$ cat src/rtl/hazard_stall_ctrl_if.sv
// Pipeline-to-hazard-controller signal bundle; performance counter outputs
// are present only when HAZARD_PERF_CNT_EN is defined.
interface hazard_stall_ctrl_if;
    logic [6:0]  id_instr_opcode_ip;
    logic [4:0]  ID_dest_rs1_ip;
    logic [4:0]  ID_dest_rs2_ip;
    logic [4:0]  ID_EX_dest_ip;
    logic        ID_EX_is_load_ip;
    logic        branch_taken_ip;
    logic        mem_busy_ip;
    logic        pc_stall_op;
    logic        if_id_stall_op;
    logic        id_ex_stall_op;
    logic        ex_mem_stall_op;
    logic        id_ex_bubble_op;
    logic        if_id_flush_op;
    logic        stall_timeout_op;
    logic [1:0]  state_op;
`ifdef HAZARD_PERF_CNT_EN
    logic [31:0] lu_stall_cnt_op;
    logic [31:0] mem_stall_cnt_op;
    logic [31:0] flush_cnt_op;

    modport master (
        output id_instr_opcode_ip, ID_dest_rs1_ip, ID_dest_rs2_ip, ID_EX_dest_ip,
               ID_EX_is_load_ip, branch_taken_ip, mem_busy_ip,
        input  pc_stall_op, if_id_stall_op, id_ex_stall_op, ex_mem_stall_op,
               id_ex_bubble_op, if_id_flush_op, stall_timeout_op, state_op,
               lu_stall_cnt_op, mem_stall_cnt_op, flush_cnt_op
    );
    modport slave (
        input  id_instr_opcode_ip, ID_dest_rs1_ip, ID_dest_rs2_ip, ID_EX_dest_ip,
               ID_EX_is_load_ip, branch_taken_ip, mem_busy_ip,
        output pc_stall_op, if_id_stall_op, id_ex_stall_op, ex_mem_stall_op,
               id_ex_bubble_op, if_id_flush_op, stall_timeout_op, state_op,
               lu_stall_cnt_op, mem_stall_cnt_op, flush_cnt_op
    );
`else
    modport master (
        output id_instr_opcode_ip, ID_dest_rs1_ip, ID_dest_rs2_ip, ID_EX_dest_ip,
               ID_EX_is_load_ip, branch_taken_ip, mem_busy_ip,
        input  pc_stall_op, if_id_stall_op, id_ex_stall_op, ex_mem_stall_op,
               id_ex_bubble_op, if_id_flush_op, stall_timeout_op, state_op
    );
    modport slave (
        input  id_instr_opcode_ip, ID_dest_rs1_ip, ID_dest_rs2_ip, ID_EX_dest_ip,
               ID_EX_is_load_ip, branch_taken_ip, mem_busy_ip,
        output pc_stall_op, if_id_stall_op, id_ex_stall_op, ex_mem_stall_op,
               id_ex_bubble_op, if_id_flush_op, stall_timeout_op, state_op
    );
`endif
endinterface

$ cat src/rtl/hazard_stall_ctrl.sv
// Pipeline hazard controller: load-use stalls, taken-branch flushes and memory-wait
// stalls with a sticky timeout flag. HAZARD_PERF_CNT_EN adds event counters.
module hazard_stall_ctrl #(
    parameter int unsigned STALL_LIMIT = 15
) (
    input  logic              clk,
    input  logic              reset,
    hazard_stall_ctrl_if.slave hz
);
    typedef enum logic [1:0] {
        RUN      = 2'd0,
        LU_STALL = 2'd1,
        MEM_WAIT = 2'd2,
        FLUSH    = 2'd3
    } state_e;

    localparam logic [6:0] OPC_BRANCH = 7'b1100011;
    localparam logic [6:0] OPC_STORE  = 7'b0100011;
    localparam logic [6:0] OPC_OP     = 7'b0110011;
    localparam logic [6:0] OPC_LOAD   = 7'b0000011;
    localparam logic [6:0] OPC_OPIMM  = 7'b0010011;
    localparam logic [6:0] OPC_JALR   = 7'b1100111;
    localparam logic [4:0] LIMIT      = 5'(STALL_LIMIT);

    state_e     state_q, state_d;
    logic       pending_q, pending_d;
    logic [4:0] cnt_q, cnt_d;
    logic       timeout_q, timeout_d;
    logic       rs1_used, rs2_used, load_use;
    logic       lu_fire, mem_fire, flush_fire;
    logic       pc_stall, if_id_stall, id_ex_stall, ex_mem_stall, bubble, flush;

    always_comb begin
        rs1_used = 1'b0;
        rs2_used = 1'b0;
        case (hz.id_instr_opcode_ip)
            OPC_BRANCH, OPC_STORE, OPC_OP: begin
                rs1_used = 1'b1;
                rs2_used = 1'b1;
            end
            OPC_LOAD, OPC_OPIMM, OPC_JALR: rs1_used = 1'b1;
            default: ;
        endcase
    end

    assign load_use = hz.ID_EX_is_load_ip && (hz.ID_EX_dest_ip != '0) &&
                      ((rs1_used && (hz.ID_dest_rs1_ip == hz.ID_EX_dest_ip)) ||
                       (rs2_used && (hz.ID_dest_rs2_ip == hz.ID_EX_dest_ip)));

    always_comb begin
        state_d      = state_q;
        pending_d    = pending_q;
        pc_stall     = 1'b0;
        if_id_stall  = 1'b0;
        id_ex_stall  = 1'b0;
        ex_mem_stall = 1'b0;
        bubble       = 1'b0;
        flush        = 1'b0;
        lu_fire      = 1'b0;
        mem_fire     = 1'b0;
        flush_fire   = 1'b0;
        if (reset) begin
            state_d   = RUN;
            pending_d = 1'b0;
        end else if (hz.mem_busy_ip) begin
            pc_stall     = 1'b1;
            if_id_stall  = 1'b1;
            id_ex_stall  = 1'b1;
            ex_mem_stall = 1'b1;
            mem_fire     = 1'b1;
            pending_d    = pending_q | hz.branch_taken_ip;
            state_d      = MEM_WAIT;
        end else begin
            pending_d = 1'b0;
            case (state_q)
                // The cycle memory completes is a normal issue cycle, plus any
                // branch that resolved while the pipeline was frozen.
                RUN, MEM_WAIT: begin
                    if (hz.branch_taken_ip || (state_q == MEM_WAIT && pending_q)) begin
                        flush      = 1'b1;
                        bubble     = 1'b1;
                        flush_fire = 1'b1;
                        state_d    = FLUSH;
                    end else if (load_use) begin
                        pc_stall    = 1'b1;
                        if_id_stall = 1'b1;
                        bubble      = 1'b1;
                        lu_fire     = 1'b1;
                        state_d     = LU_STALL;
                    end else begin
                        state_d = RUN;
                    end
                end
                default: state_d = RUN;
            endcase
        end
    end

    always_comb begin
        cnt_d = '0;
        if (state_d == MEM_WAIT) begin
            cnt_d = (cnt_q == '1) ? cnt_q : cnt_q + 5'd1;
        end
        timeout_d = timeout_q | ((state_d == MEM_WAIT) && (cnt_d >= LIMIT));
    end

    always_ff @(posedge clk) begin
        if (reset) begin
            state_q   <= RUN;
            pending_q <= 1'b0;
            cnt_q     <= '0;
            timeout_q <= 1'b0;
        end else begin
            state_q   <= state_d;
            pending_q <= pending_d;
            cnt_q     <= cnt_d;
            timeout_q <= timeout_d;
        end
    end

    assign hz.pc_stall_op      = pc_stall;
    assign hz.if_id_stall_op   = if_id_stall;
    assign hz.id_ex_stall_op   = id_ex_stall;
    assign hz.ex_mem_stall_op  = ex_mem_stall;
    assign hz.id_ex_bubble_op  = bubble;
    assign hz.if_id_flush_op   = flush;
    assign hz.stall_timeout_op = timeout_q;
    assign hz.state_op         = state_q;

`ifdef HAZARD_PERF_CNT_EN
    logic [31:0] lu_cnt_q, mem_cnt_q, flush_cnt_q;

    always_ff @(posedge clk) begin
        if (reset) begin
            lu_cnt_q    <= '0;
            mem_cnt_q   <= '0;
            flush_cnt_q <= '0;
        end else begin
            if (lu_fire)    lu_cnt_q    <= lu_cnt_q + 32'd1;
            if (mem_fire)   mem_cnt_q   <= mem_cnt_q + 32'd1;
            if (flush_fire) flush_cnt_q <= flush_cnt_q + 32'd1;
        end
    end

    assign hz.lu_stall_cnt_op  = lu_cnt_q;
    assign hz.mem_stall_cnt_op = mem_cnt_q;
    assign hz.flush_cnt_op     = flush_cnt_q;
`else
    logic unused_fire;
    assign unused_fire = lu_fire ^ mem_fire ^ flush_fire;
`endif
endmodule

$ cat src/flat_wrapper.sv
// flat-port wrapper written by rule: the top's interface ports become plain ports
module hazard_stall_ctrl_flat 
#(
    parameter int unsigned STALL_LIMIT = 15
)
  (clk, reset, hz_id_instr_opcode_ip, hz_ID_dest_rs1_ip, hz_ID_dest_rs2_ip, hz_ID_EX_dest_ip, hz_ID_EX_is_load_ip, hz_branch_taken_ip, hz_mem_busy_ip, hz_pc_stall_op, hz_if_id_stall_op, hz_id_ex_stall_op, hz_ex_mem_stall_op, hz_id_ex_bubble_op, hz_if_id_flush_op, hz_stall_timeout_op, hz_state_op);
  hazard_stall_ctrl_if hz_i ();
  input  logic clk;
  input  logic reset;
  input wire logic [$bits(hz_i.id_instr_opcode_ip)-1:0] hz_id_instr_opcode_ip;
  input wire logic [$bits(hz_i.ID_dest_rs1_ip)-1:0] hz_ID_dest_rs1_ip;
  input wire logic [$bits(hz_i.ID_dest_rs2_ip)-1:0] hz_ID_dest_rs2_ip;
  input wire logic [$bits(hz_i.ID_EX_dest_ip)-1:0] hz_ID_EX_dest_ip;
  input wire logic [$bits(hz_i.ID_EX_is_load_ip)-1:0] hz_ID_EX_is_load_ip;
  input wire logic [$bits(hz_i.branch_taken_ip)-1:0] hz_branch_taken_ip;
  input wire logic [$bits(hz_i.mem_busy_ip)-1:0] hz_mem_busy_ip;
  output wire logic [$bits(hz_i.pc_stall_op)-1:0] hz_pc_stall_op;
  output wire logic [$bits(hz_i.if_id_stall_op)-1:0] hz_if_id_stall_op;
  output wire logic [$bits(hz_i.id_ex_stall_op)-1:0] hz_id_ex_stall_op;
  output wire logic [$bits(hz_i.ex_mem_stall_op)-1:0] hz_ex_mem_stall_op;
  output wire logic [$bits(hz_i.id_ex_bubble_op)-1:0] hz_id_ex_bubble_op;
  output wire logic [$bits(hz_i.if_id_flush_op)-1:0] hz_if_id_flush_op;
  output wire logic [$bits(hz_i.stall_timeout_op)-1:0] hz_stall_timeout_op;
  output wire logic [$bits(hz_i.state_op)-1:0] hz_state_op;
  assign hz_i.id_instr_opcode_ip = hz_id_instr_opcode_ip;
  assign hz_i.ID_dest_rs1_ip = hz_ID_dest_rs1_ip;
  assign hz_i.ID_dest_rs2_ip = hz_ID_dest_rs2_ip;
  assign hz_i.ID_EX_dest_ip = hz_ID_EX_dest_ip;
  assign hz_i.ID_EX_is_load_ip = hz_ID_EX_is_load_ip;
  assign hz_i.branch_taken_ip = hz_branch_taken_ip;
  assign hz_i.mem_busy_ip = hz_mem_busy_ip;
  assign hz_pc_stall_op = hz_i.pc_stall_op;
  assign hz_if_id_stall_op = hz_i.if_id_stall_op;
  assign hz_id_ex_stall_op = hz_i.id_ex_stall_op;
  assign hz_ex_mem_stall_op = hz_i.ex_mem_stall_op;
  assign hz_id_ex_bubble_op = hz_i.id_ex_bubble_op;
  assign hz_if_id_flush_op = hz_i.if_id_flush_op;
  assign hz_stall_timeout_op = hz_i.stall_timeout_op;
  assign hz_state_op = hz_i.state_op;
  hazard_stall_ctrl #(.STALL_LIMIT(STALL_LIMIT)) u_core (.clk(clk), .reset(reset), .hz(hz_i));
endmodule
$ cat config.mk
export PLATFORM = sky130hd
export DESIGN_NAME = hazard_stall_ctrl_flat
export DESIGN_NICKNAME = d
export VERILOG_FILES = /design/src/rtl/hazard_stall_ctrl_if.sv /design/src/rtl/hazard_stall_ctrl.sv /design/src/flat_wrapper.sv
export SDC_FILE = /design/constraint.sdc
export NUM_CORES = 1
export LEC_CHECK = 0
export BUFFER_PORTS_ARGS = -buffer_cell sky130_fd_sc_hd__buf_2
export CAP_MARGIN = 10
export CELL_PAD_IN_SITES_DETAIL_PLACEMENT = 1
export CELL_PAD_IN_SITES_GLOBAL_PLACEMENT = 1
export CORE_UTILIZATION = 28
export DETAILED_ROUTE_END_ITERATION = 16
export GPL_TIMING_DRIVEN = 0
export PLACE_DENSITY = 0.84
export SLEW_MARGIN = 15
export SYNTH_ARGS = -nofsm -noshare
export SYNTH_HDL_FRONTEND = slang
export SYNTH_SLANG_ARGS = --single-unit
$ cat constraint.sdc
create_clock -name clk -period 1.5 [get_ports clk]
set_input_delay 0.075 -clock clk [delete_from_list [all_inputs] [get_ports clk]]
set_output_delay 0.075 -clock clk [all_outputs]
set_load 0.01 [all_outputs]
==> flow_summary.html, run 1 <==
<table>
<tr><th>Metric</th><th>Value</th></tr>
<tr><th colspan="2">Pwr</th></tr>
<tr><td>Power density over cell area</td><td>667 nW/µm²</td></tr>
<tr><td>Tot Pwr</td><td>roughly 0.00058 W</td></tr>
<tr><td>Worst-case vdd ir drop</td><td>approximately 270 µV</td></tr>
<tr><td>Leakage Power</td><td>around 0.4 nW</td></tr>
<tr><th colspan="2">Global route</th></tr>
<tr><td>Vias in the first global route</td><td>between 500 and 600</td></tr>
<tr><td>First-pass GRT wire length</td><td>around 2200 µm</td></tr>
<tr><td>Global router's overall resource usage</td><td>0.137</td></tr>
<tr><td>Initial antenna violation count</td><td>0</td></tr>
<tr><td>Overflow after GRT</td><td>0</td></tr>
<tr><td>Maximum number of pins on one net before global-route repair</td><td>10</td></tr>
<tr><th colspan="2">Timing</th></tr>
<tr><td>Count of pins over their slew limit</td><td>0</td></tr>
<tr><td>Transition time at the pin with the least slew margin</td><td>0.380 ns</td></tr>
<tr><td>Final critical-path required period</td><td>about 1.4 ns</td></tr>
<tr><td>Maximum clock frequency</td><td>a little over 0.7 GHz</td></tr>
<tr><td>Final Skew</td><td>between 0.008 and 0.009 ns</td></tr>
<tr><td>Setup-violating endpoint count in the final report</td><td>0</td></tr>
<tr><td>Fin. Hold Viols</td><td>0</td></tr>
<tr><td>Setup WS post-layout</td><td>between 0.08 and 0.09 ns</td></tr>
<tr><td>Period utilization</td><td>0.945</td></tr>
<tr><td>Worst max-slew margin expressed relative to the limit</td><td>0.744</td></tr>
<tr><td>Worst hold margin</td><td>about 0.043 ns</td></tr>
<tr><th colspan="2">Detailed routing</th></tr>
<tr><td>Remaining DRCs</td><td>0</td></tr>
<tr><td>Total number of vias</td><td>around 650</td></tr>
<tr><td>Number of detailed-routing iterations run before antenna repair</td><td>3</td></tr>
<tr><td>Number of violations reported at the end of detailed-routing iteration 0</td><td>7</td></tr>
<tr><td>Total length of routed wires</td><td>about 1500 µm</td></tr>
<tr><td>DR vias/cell</td><td>between 4 and 5</td></tr>
<tr><td>Routed length per placed instance</td><td>roughly 11 µm</td></tr>
<tr><td>Number of antenna-violating nets in the routed design</td><td>0</td></tr>
<tr><th colspan="2">Critical path</th></tr>
<tr><td>Kind of start point of the critical path</td><td>register</td></tr>
<tr><td>WS Path Type</td><td>reg2out</td></tr>
<tr><td>Signal arrival time at the worst endpoint</td><td>1.34 ns</td></tr>
<tr><td>Maximum fanout encountered on the critical timing path</td><td>5</td></tr>
<tr><td>Crit path capture type</td><td>primary output</td></tr>
<tr><td>Required time of the worst setup path</td><td>1.42 ns</td></tr>
<tr><td>Worst setup slack for register-to-register paths</td><td>0.12 ns</td></tr>
<tr><th colspan="2">Finish</th></tr>
<tr><td>Final Net Count</td><td>137</td></tr>
<tr><td>Count of non-filler cells in the finished layout</td><td>roughly 140</td></tr>
<tr><td>Core utilization of the finished layout</td><td>0.445</td></tr>
<tr><td>Area growth, synth to finish</td><td>48.6%</td></tr>
<tr><td>Diodes inserted</td><td>0</td></tr>
<tr><td>Proportion of layout cells with a drive suffix above 1</td><td>0.481</td></tr>
<tr><th colspan="2">Placement</th></tr>
<tr><td>Total instance count after detailed placement</td><td>130</td></tr>
<tr><td>Worst slack at placement</td><td>-0.0328 ns</td></tr>
<tr><td>I/O Buffers</td><td>35</td></tr>
<tr><td>Final weighted congestion of routability-driven global placement</td><td>around 0.69</td></tr>
<tr><td>Half-perimeter wire length after placement</td><td>approximately 1300 µm</td></tr>
<tr><th colspan="2">Min path</th></tr>
<tr><td>Class of the tightest hold or removal check</td><td>in2reg</td></tr>
<tr><th colspan="2">Logic synthesis</th></tr>
<tr><td>Post-Syn Instances</td><td>between 60 and 70</td></tr>
<tr><td>Cell Area, Synth</td><td>587 µm²</td></tr>
<tr><td>Warnings, synthesis</td><td>0</td></tr>
<tr><td>Leading post-synthesis cells by instance count</td><td>10 x sky130_fd_sc_hd__xor2_1, 9 x sky130_fd_sc_hd__dfxtp_1, 8 x sky130_fd_sc_hd__nor2_1</td></tr>
<tr><td>Post-synth ARST share</td><td>0</td></tr>
<tr><td>Top cell type's share of synthesized area</td><td>0.307</td></tr>
<tr><td>Dominant register cell in the synthesized netlist</td><td>sky130_fd_sc_hd__dfxtp_1</td></tr>
<tr><td>Dominant cell by count in the synthesized netlist</td><td>sky130_fd_sc_hd__xor2_1</td></tr>
<tr><td>Number of enable-type register cells in the synthesized netlist</td><td>0</td></tr>
<tr><td>Area contributors post-synth</td><td>sky130_fd_sc_hd__dfxtp_1 31%, sky130_fd_sc_hd__xor2_1 15%, sky130_fd_sc_hd__nor2_1 5.1%, sky130_fd_sc_hd__nor4_1 4.3%, sky130_fd_sc_hd__mux2i_1 3.4%</td></tr>
<tr><td>Library cells used by synthesis</td><td>28</td></tr>
<tr><td>Synth Register Bits</td><td>9</td></tr>
<tr><td>Cell type with the largest total area after synthesis</td><td>sky130_fd_sc_hd__dfxtp_1</td></tr>
<tr><td>Share of synthesized area occupied by flip-flops and latches</td><td>0.307</td></tr>
<tr><td>Syn Area/Cell</td><td>8.63 µm²</td></tr>
<tr><td>Post-Syn Nets</td><td>96</td></tr>
<tr><th colspan="2">Die</th></tr>
<tr><td>Core Footprint</td><td>1960 µm²</td></tr>
<tr><td>Placement row count</td><td>16</td></tr>
<tr><td>Initial Utilization</td><td>0.299</td></tr>
<tr><td>Die width</td><td>between 40 and 50 µm</td></tr>
<tr><td>Vertical die dimension</td><td>about 48 µm</td></tr>
<tr><td>Die footprint</td><td>between 2000 and 2500 µm²</td></tr>
<tr><td>I/O pin cnt</td><td>36</td></tr>
<tr><th colspan="2">Clock tree</th></tr>
<tr><td>Later-pin clock latency in the skew report</td><td>between 0.2 and 0.3 ns</td></tr>
<tr><td>CTS tree</td><td>yes</td></tr>
<tr><td>Number of buffers created by CTS</td><td>3</td></tr>
<tr><td>H-Tree Depth</td><td>1</td></tr>
<tr><td>Hold-fix buffers at CTS</td><td>0</td></tr>
<tr><td>CTS max path bufs</td><td>2</td></tr>
<tr><td>Buffer cell driving the clock tree root</td><td>sky130_fd_sc_hd__clkbuf_4</td></tr>
<tr><td>Sinks on Clock Net</td><td>9</td></tr>
<tr><td>Clock-pin slew reported for the worst setup and hold paths after clock tree synthesis</td><td>approximately 0.060 ns</td></tr>
<tr><th colspan="2">Job</th></tr>
<tr><td>Max-capacitance violation count</td><td>0</td></tr>
<tr><th colspan="2">Run status</th></tr>
<tr><td>Result of the run</td><td>complete, no violations</td></tr>
</table>
[metrics by stage]
step / TNS, ns / instance area, µm²
2_1_floorplan: 0 / 587
3_3_place_gp: -0.0105 / 796
3_5_place_dp: -0.0328 / 796
4_1_cts: -0.00891 / 846
5_1_grt: -0.00461 / 872
6_report: 0 / 872
[logic make-up after synthesis]
family / count (synthesis) / synth area share
and+or+nand+nor: 21 / 0.190
AOI/OAI and AO/OA: 16 / 0.207
xor gates and xnor gates: 11 / 0.164
DFF: 9 / 0.307
buffers and inverters: 8 / 0.0768
muxes: 2 / 0.0341
adders and majority gates: 1 / 0.0213
[worst max-delay path: stages (launching register included)]
cell and delay (ns):
sky130_fd_sc_hd__dfxtp_4 0.37, sky130_fd_sc_hd__inv_2 0.05, sky130_fd_sc_hd__a31oi_4 0.18, sky130_fd_sc_hd__nand3_2 0.10
sky130_fd_sc_hd__o21ai_2 0.15, sky130_fd_sc_hd__buf_4 0.11, sky130_fd_sc_hd__buf_2 0.12
[timing repair]
item	in CTS	in global routing
pin swaps	1	4
setup buffers	1	0
gates cloned	0	0
setup endpoints to repair	4	3
endpoints found under the hold margin	0	0
resized for setup	3	8
[per-layer routing]
metal  part of all wire  global-route usage
met3              0.081              0.0189
met2               0.50               0.270
met4              0.017              0.0500
met1               0.40               0.145
met5                  0                   0
[report_power, final]
part | switching (W) | leakage (nW) | internal, W | total (W)
Combinational | 0.0000656 | 0.319 | 0.0000692 | 0.000135
Clock | 0.0000891 | 0.0150 | 0.000103 | 0.000192
Sequential | 0.00000904 | 0.0745 | 0.000246 | 0.000255
[state kept, by name, indices dropped and copies added, names as in the netlist]
signal	count
u_core.cnt_q	5
u_core.hz.state_op	2
u_core.pending_q	1
u_core.hz.stall_timeout_op	1
[worst paths after layout]
check,from,endpoint,cells after the start
worst max-delay path,u_core.hz.state_op[0],hz_pc_stall_op,6
worst max register to register,u_core.cnt_q[1],u_core.hz.stall_timeout_op,5
worst min register to register,u_core.hz.stall_timeout_op,u_core.hz.stall_timeout_op,2
worst min-delay path,reset,u_core.hz.stall_timeout_op,2
[cells in the final DEF, fill, tap and decap left out]
master and n:
sky130_fd_sc_hd__o21ai_2 1, sky130_fd_sc_hd__clkbuf_4 3, sky130_fd_sc_hd__a21oi_1 1, sky130_fd_sc_hd__nand3b_1 1, sky130_fd_sc_hd__a31oi_1 2, sky130_fd_sc_hd__inv_1 4
sky130_fd_sc_hd__a22oi_2 1, sky130_fd_sc_hd__ha_2 1, sky130_fd_sc_hd__and3_1 1, sky130_fd_sc_hd__a221oi_1 1, sky130_fd_sc_hd__nand4b_1 1, sky130_fd_sc_hd__nor4_1 3
sky130_fd_sc_hd__nand2_1 1, sky130_fd_sc_hd__xor2_1 10, sky130_fd_sc_hd__a31oi_4 1, sky130_fd_sc_hd__mux2i_1 2, sky130_fd_sc_hd__dfxtp_2 1, sky130_fd_sc_hd__nor2_1 8
sky130_fd_sc_hd__dfxtp_1 7, sky130_fd_sc_hd__xnor2_1 1, sky130_fd_sc_hd__buf_6 1, sky130_fd_sc_hd__nor4_2 1, sky130_fd_sc_hd__nand2b_1 3, sky130_fd_sc_hd__buf_4 3
sky130_fd_sc_hd__a2111oi_2 1, sky130_fd_sc_hd__clkbuf_1 1, sky130_fd_sc_hd__o21bai_1 2, sky130_fd_sc_hd__a211oi_1 2, sky130_fd_sc_hd__nand3_2 1, sky130_fd_sc_hd__o31ai_1 1
sky130_fd_sc_hd__nand4_1 1, sky130_fd_sc_hd__inv_2 1, sky130_fd_sc_hd__a21boi_0 2, sky130_fd_sc_hd__a311oi_1 1, sky130_fd_sc_hd__dfxtp_4 1, sky130_fd_sc_hd__buf_2 35
[final cells by class]
class	instances	area, µm²
repair buffers	36	183
fillers	261	1090
clock buffers	4	26.3
flip-flops and latches	9	185
multi-input cells	51	399
plain buffers	3	26.3
well taps	27	33.8
inverters	5	18.8
Power figures use the tool's default switching activity.
==> inputs of run 2 (changes only) <==
- CORE_UTILIZATION: 28 -> 25
- PLACE_DENSITY: 0.84 -> 0.8
- clock period: 1.5 -> 1.15 ns (I/O delays scaled with it)
==> run 2 against run 1 <==
Net effect: the run now ends with design-rule violations, negative setup slack left; register-to-register slack got worse by 0.19 ns; non-clock buffer count rose by 5; sequential share of layout area fell by 1.1 points; wire length rose by 19%; critical path depth did not move; largest cell class unchanged.
==> flow_summary.html, run 2 (synthesis results as in run 1) <==
<table>
<tr><th>Metric</th><th>Value</th></tr>
<tr><th colspan="2">Clock tree</th></tr>
<tr><td>Number of buffers created by CTS</td><td>3</td></tr>
<tr><td>Sinks on Clock Net</td><td>9</td></tr>
<tr><td>CTS tree</td><td>yes</td></tr>
<tr><td>Buffer cell driving the clock tree root</td><td>sky130_fd_sc_hd__clkbuf_4</td></tr>
<tr><td>H-Tree Depth</td><td>1</td></tr>
<tr><td>Clock-pin slew reported for the worst setup and hold paths after clock tree synthesis</td><td>~0.06 ns</td></tr>
<tr><td>CTS max path bufs</td><td>2</td></tr>
<tr><td>Later-pin clock latency in the skew report</td><td>roughly 0.26 ns</td></tr>
<tr><th colspan="2">Critical path</th></tr>
<tr><td>Required time of the worst setup path</td><td>between 1 and 1.5 ns</td></tr>
<tr><td>Crit path capture type</td><td>primary output</td></tr>
<tr><td>Maximum fanout encountered on the critical timing path</td><td>4</td></tr>
<tr><td>WS Path Type</td><td>reg2out</td></tr>
<tr><td>Signal arrival time at the worst endpoint</td><td>approximately 1.4 ns</td></tr>
<tr><td>Kind of start point of the critical path</td><td>register</td></tr>
<tr><th colspan="2">Die</th></tr>
<tr><td>I/O pin cnt</td><td>36</td></tr>
<tr><td>Core Footprint</td><td>between 2000 and 2500 µm²</td></tr>
<tr><td>Die width</td><td>50.5 µm</td></tr>
<tr><td>Placement row count</td><td>17</td></tr>
<tr><td>Die footprint</td><td>approximately 2500 µm²</td></tr>
<tr><td>Initial Utilization</td><td>0.265</td></tr>
<tr><td>Vertical die dimension</td><td>slightly above 50 µm</td></tr>
<tr><th colspan="2">Global route</th></tr>
<tr><td>Maximum number of pins on one net before global-route repair</td><td>10</td></tr>
<tr><td>First-pass GRT wire length</td><td>2910 µm</td></tr>
<tr><td>Vias in the first global route</td><td>roughly 670</td></tr>
<tr><td>Overflow after GRT</td><td>0</td></tr>
<tr><td>Initial antenna violation count</td><td>0</td></tr>
<tr><td>Global router's overall resource usage</td><td>0.152</td></tr>
<tr><th colspan="2">Timing</th></tr>
<tr><td>Setup-violating endpoint count in the final report</td><td>5</td></tr>
<tr><td>Transition time at the pin with the least slew margin</td><td>roughly 0.45 ns</td></tr>
<tr><td>Setup WS post-layout</td><td>-0.276 ns</td></tr>
<tr><td>Fin. Hold Viols</td><td>0</td></tr>
<tr><td>RSZ-0062 raised after global routing</td><td>true</td></tr>
<tr><td>Period utilization</td><td>1.24</td></tr>
<tr><td>Count of pins over their slew limit</td><td>0</td></tr>
<tr><td>Final Skew</td><td>0.000899 ns</td></tr>
<tr><td>Maximum clock frequency</td><td>0.701 GHz</td></tr>
<tr><td>Worst hold margin</td><td>between 0.06 and 0.07 ns</td></tr>
<tr><td>Final critical-path required period</td><td>around 1.4 ns</td></tr>
<tr><td>Worst max-slew margin expressed relative to the limit</td><td>0.700</td></tr>
<tr><th colspan="2">Detailed routing</th></tr>
<tr><td>Met2 wirelength from detailed routing</td><td>932 µm</td></tr>
<tr><td>Number of detailed-routing iterations run before antenna repair</td><td>9</td></tr>
<tr><td>Number of violations reported at the end of detailed-routing iteration 0</td><td>7</td></tr>
<tr><td>Total routed wire length on the met1 layer</td><td>712 µm</td></tr>
<tr><td>Highest layer used for signal routing</td><td>met4</td></tr>
<tr><td>Remaining DRCs</td><td>2</td></tr>
<tr><td>Routed length per placed instance</td><td>12.7 µm</td></tr>
<tr><td>Number of antenna-violating nets in the routed design</td><td>0</td></tr>
<tr><td>Total number of vias</td><td>677</td></tr>
<tr><td>Total length of routed wires</td><td>about 1800 µm</td></tr>
<tr><td>DR vias/cell</td><td>~4.8</td></tr>
<tr><td>Met3 WL post-DR</td><td>129 µm</td></tr>
<tr><th colspan="2">Finish</th></tr>
<tr><td>Total area of sequential cells</td><td>~190 µm²</td></tr>
<tr><td>Top reg by flops</td><td>u_core.cnt_q</td></tr>
<tr><td>Most common library cell in the layout ignoring fill and taps</td><td>sky130_fd_sc_hd__buf_2</td></tr>
<tr><td>Multi-input gate area in the final layout</td><td>429 µm²</td></tr>
<tr><td>Diodes inserted</td><td>0</td></tr>
<tr><td>Core utilization of the finished layout</td><td>0.433</td></tr>
<tr><td>Proportion of layout cells with a drive suffix above 1</td><td>0.540</td></tr>
<tr><td>Number of flip-flops in the largest register</td><td>5</td></tr>
<tr><td>Count of non-filler cells in the finished layout</td><td>141</td></tr>
<tr><td>Fill cell count</td><td>286</td></tr>
<tr><td>Final Net Count</td><td>around 140</td></tr>
<tr><td>Highest-count cells in the layout ignoring fill and taps</td><td>34 x sky130_fd_sc_hd__buf_2, 10 x sky130_fd_sc_hd__xor2_1, 8 x sky130_fd_sc_hd__nor2_1</td></tr>
<tr><td>Area growth, synth to finish</td><td>63.3%</td></tr>
<tr><th colspan="2">Pwr</th></tr>
<tr><td>Tot Pwr</td><td>between 0.0007 and 0.0008 W</td></tr>
<tr><td>Internal power</td><td>~0.00056 W</td></tr>
<tr><td>Part of the power in registers</td><td>0.424</td></tr>
<tr><td>Leakage Power</td><td>roughly 0.45 nW</td></tr>
<tr><td>Power density over cell area</td><td>about 810 nW/µm²</td></tr>
<tr><td>Share of total power in combinational logic</td><td>0.261</td></tr>
<tr><td>Clock Power Share</td><td>0.315</td></tr>
<tr><td>Switching portion of total power</td><td>0.283</td></tr>
<tr><td>Worst-case vdd ir drop</td><td>~360 µV</td></tr>
<tr><td>Net load switching power</td><td>about 0.00022 W</td></tr>
<tr><th colspan="2">Job</th></tr>
<tr><td>Max-capacitance violation count</td><td>0</td></tr>
<tr><th colspan="2">Placement</th></tr>
<tr><td>I/O Buffers</td><td>35</td></tr>
<tr><td>Worst slack at placement</td><td>-0.250 ns</td></tr>
<tr><td>Total instance count after detailed placement</td><td>between 100 and 150</td></tr>
<tr><td>Final weighted congestion of routability-driven global placement</td><td>between 0.6 and 0.7</td></tr>
<tr><td>Half-perimeter wire length after placement</td><td>between 1000 and 1500 µm</td></tr>
<tr><th colspan="2">Run status</th></tr>
<tr><td>Result of the run</td><td>complete, but fails checks</td></tr>
<tr><td>Failing checks</td><td>design-rule violations, negative setup slack</td></tr>
<tr><th colspan="2">Min path</th></tr>
<tr><td>Class of the tightest hold or removal check</td><td>in2reg</td></tr>
</table>
run 2: changes by cell type in the layout (fill, tap and decap cells not counted), moves of 2 or more:
cell                      delta
sky130_fd_sc_hd__buf_4       +4
sky130_fd_sc_hd__buf_6       +2
sky130_fd_sc_hd__dfxtp_1     -2
sky130_fd_sc_hd__dfxtp_4     +2
run 2: through the flow:
stage	TNS [ns]	instance area, µm²
3_3_place_gp	-0.582	830
5_1_grt	-1.44	958
4_1_cts	-0.886	937
2_1_floorplan	-0.101	619
6_report	-0.852	958
3_5_place_dp	-0.796	830
run 2: power by group through the flow:
stage / combinational, W / sequential, W / clock [W]
floorplan: 0.0000840 / 0.000342 / 0
global placement: 0.000169 / 0.000341 / 0
detailed placement: 0.000177 / 0.000341 / 0
CTS: 0.000199 / 0.000331 / 0.000255
global route: 0.000221 / 0.000332 / 0.000275
finish: 0.000203 / 0.000330 / 0.000245
run 2: worst paths after layout:
kind,endpoint,depth (start not counted),from,slack [ns]
max reg2reg,u_core.hz.stall_timeout_op,5,u_core.cnt_q[1],-0.07
min,u_core.hz.stall_timeout_op,2,reset,0.06
max,hz_pc_stall_op,6,u_core.hz.state_op[0],-0.28
min reg2reg,u_core.hz.stall_timeout_op,2,u_core.hz.stall_timeout_op,0.48
run 2: cell type report:
class | count | share of cell area
plain buffers | 3 | 0.0274
repair buffers | 41 | 0.240
inverters | 5 | 0.0196
flip-flops and latches | 9 | 0.201
well taps | 28 | 0.0366
clock buffers | 4 | 0.0274
multi-input cells | 51 | 0.448
run 2: metal layers:
layer / up-vias / GRT usage
met5: - / 0
li1: 334 / -
met3: 4 / 0.0455
met1: 308 / 0.163
met2: 31 / 0.284
met4: 0 / 0.0417
run 2: what timing repair did:
item,CTS,global route
hold buffers,0,0
resized for setup,11,3
pin swaps,5,2
setup buffers,5,1
endpoints found under the setup margin,5,7
run 2: critical path, stage by stage, from the launching register on:
cell	delay, ns
sky130_fd_sc_hd__dfxtp_4	0.37
sky130_fd_sc_hd__inv_2	0.04
sky130_fd_sc_hd__a31oi_4	0.22
sky130_fd_sc_hd__nand3_2	0.10
sky130_fd_sc_hd__o21ai_2	0.16
sky130_fd_sc_hd__buf_4	0.13
sky130_fd_sc_hd__buf_6	0.09
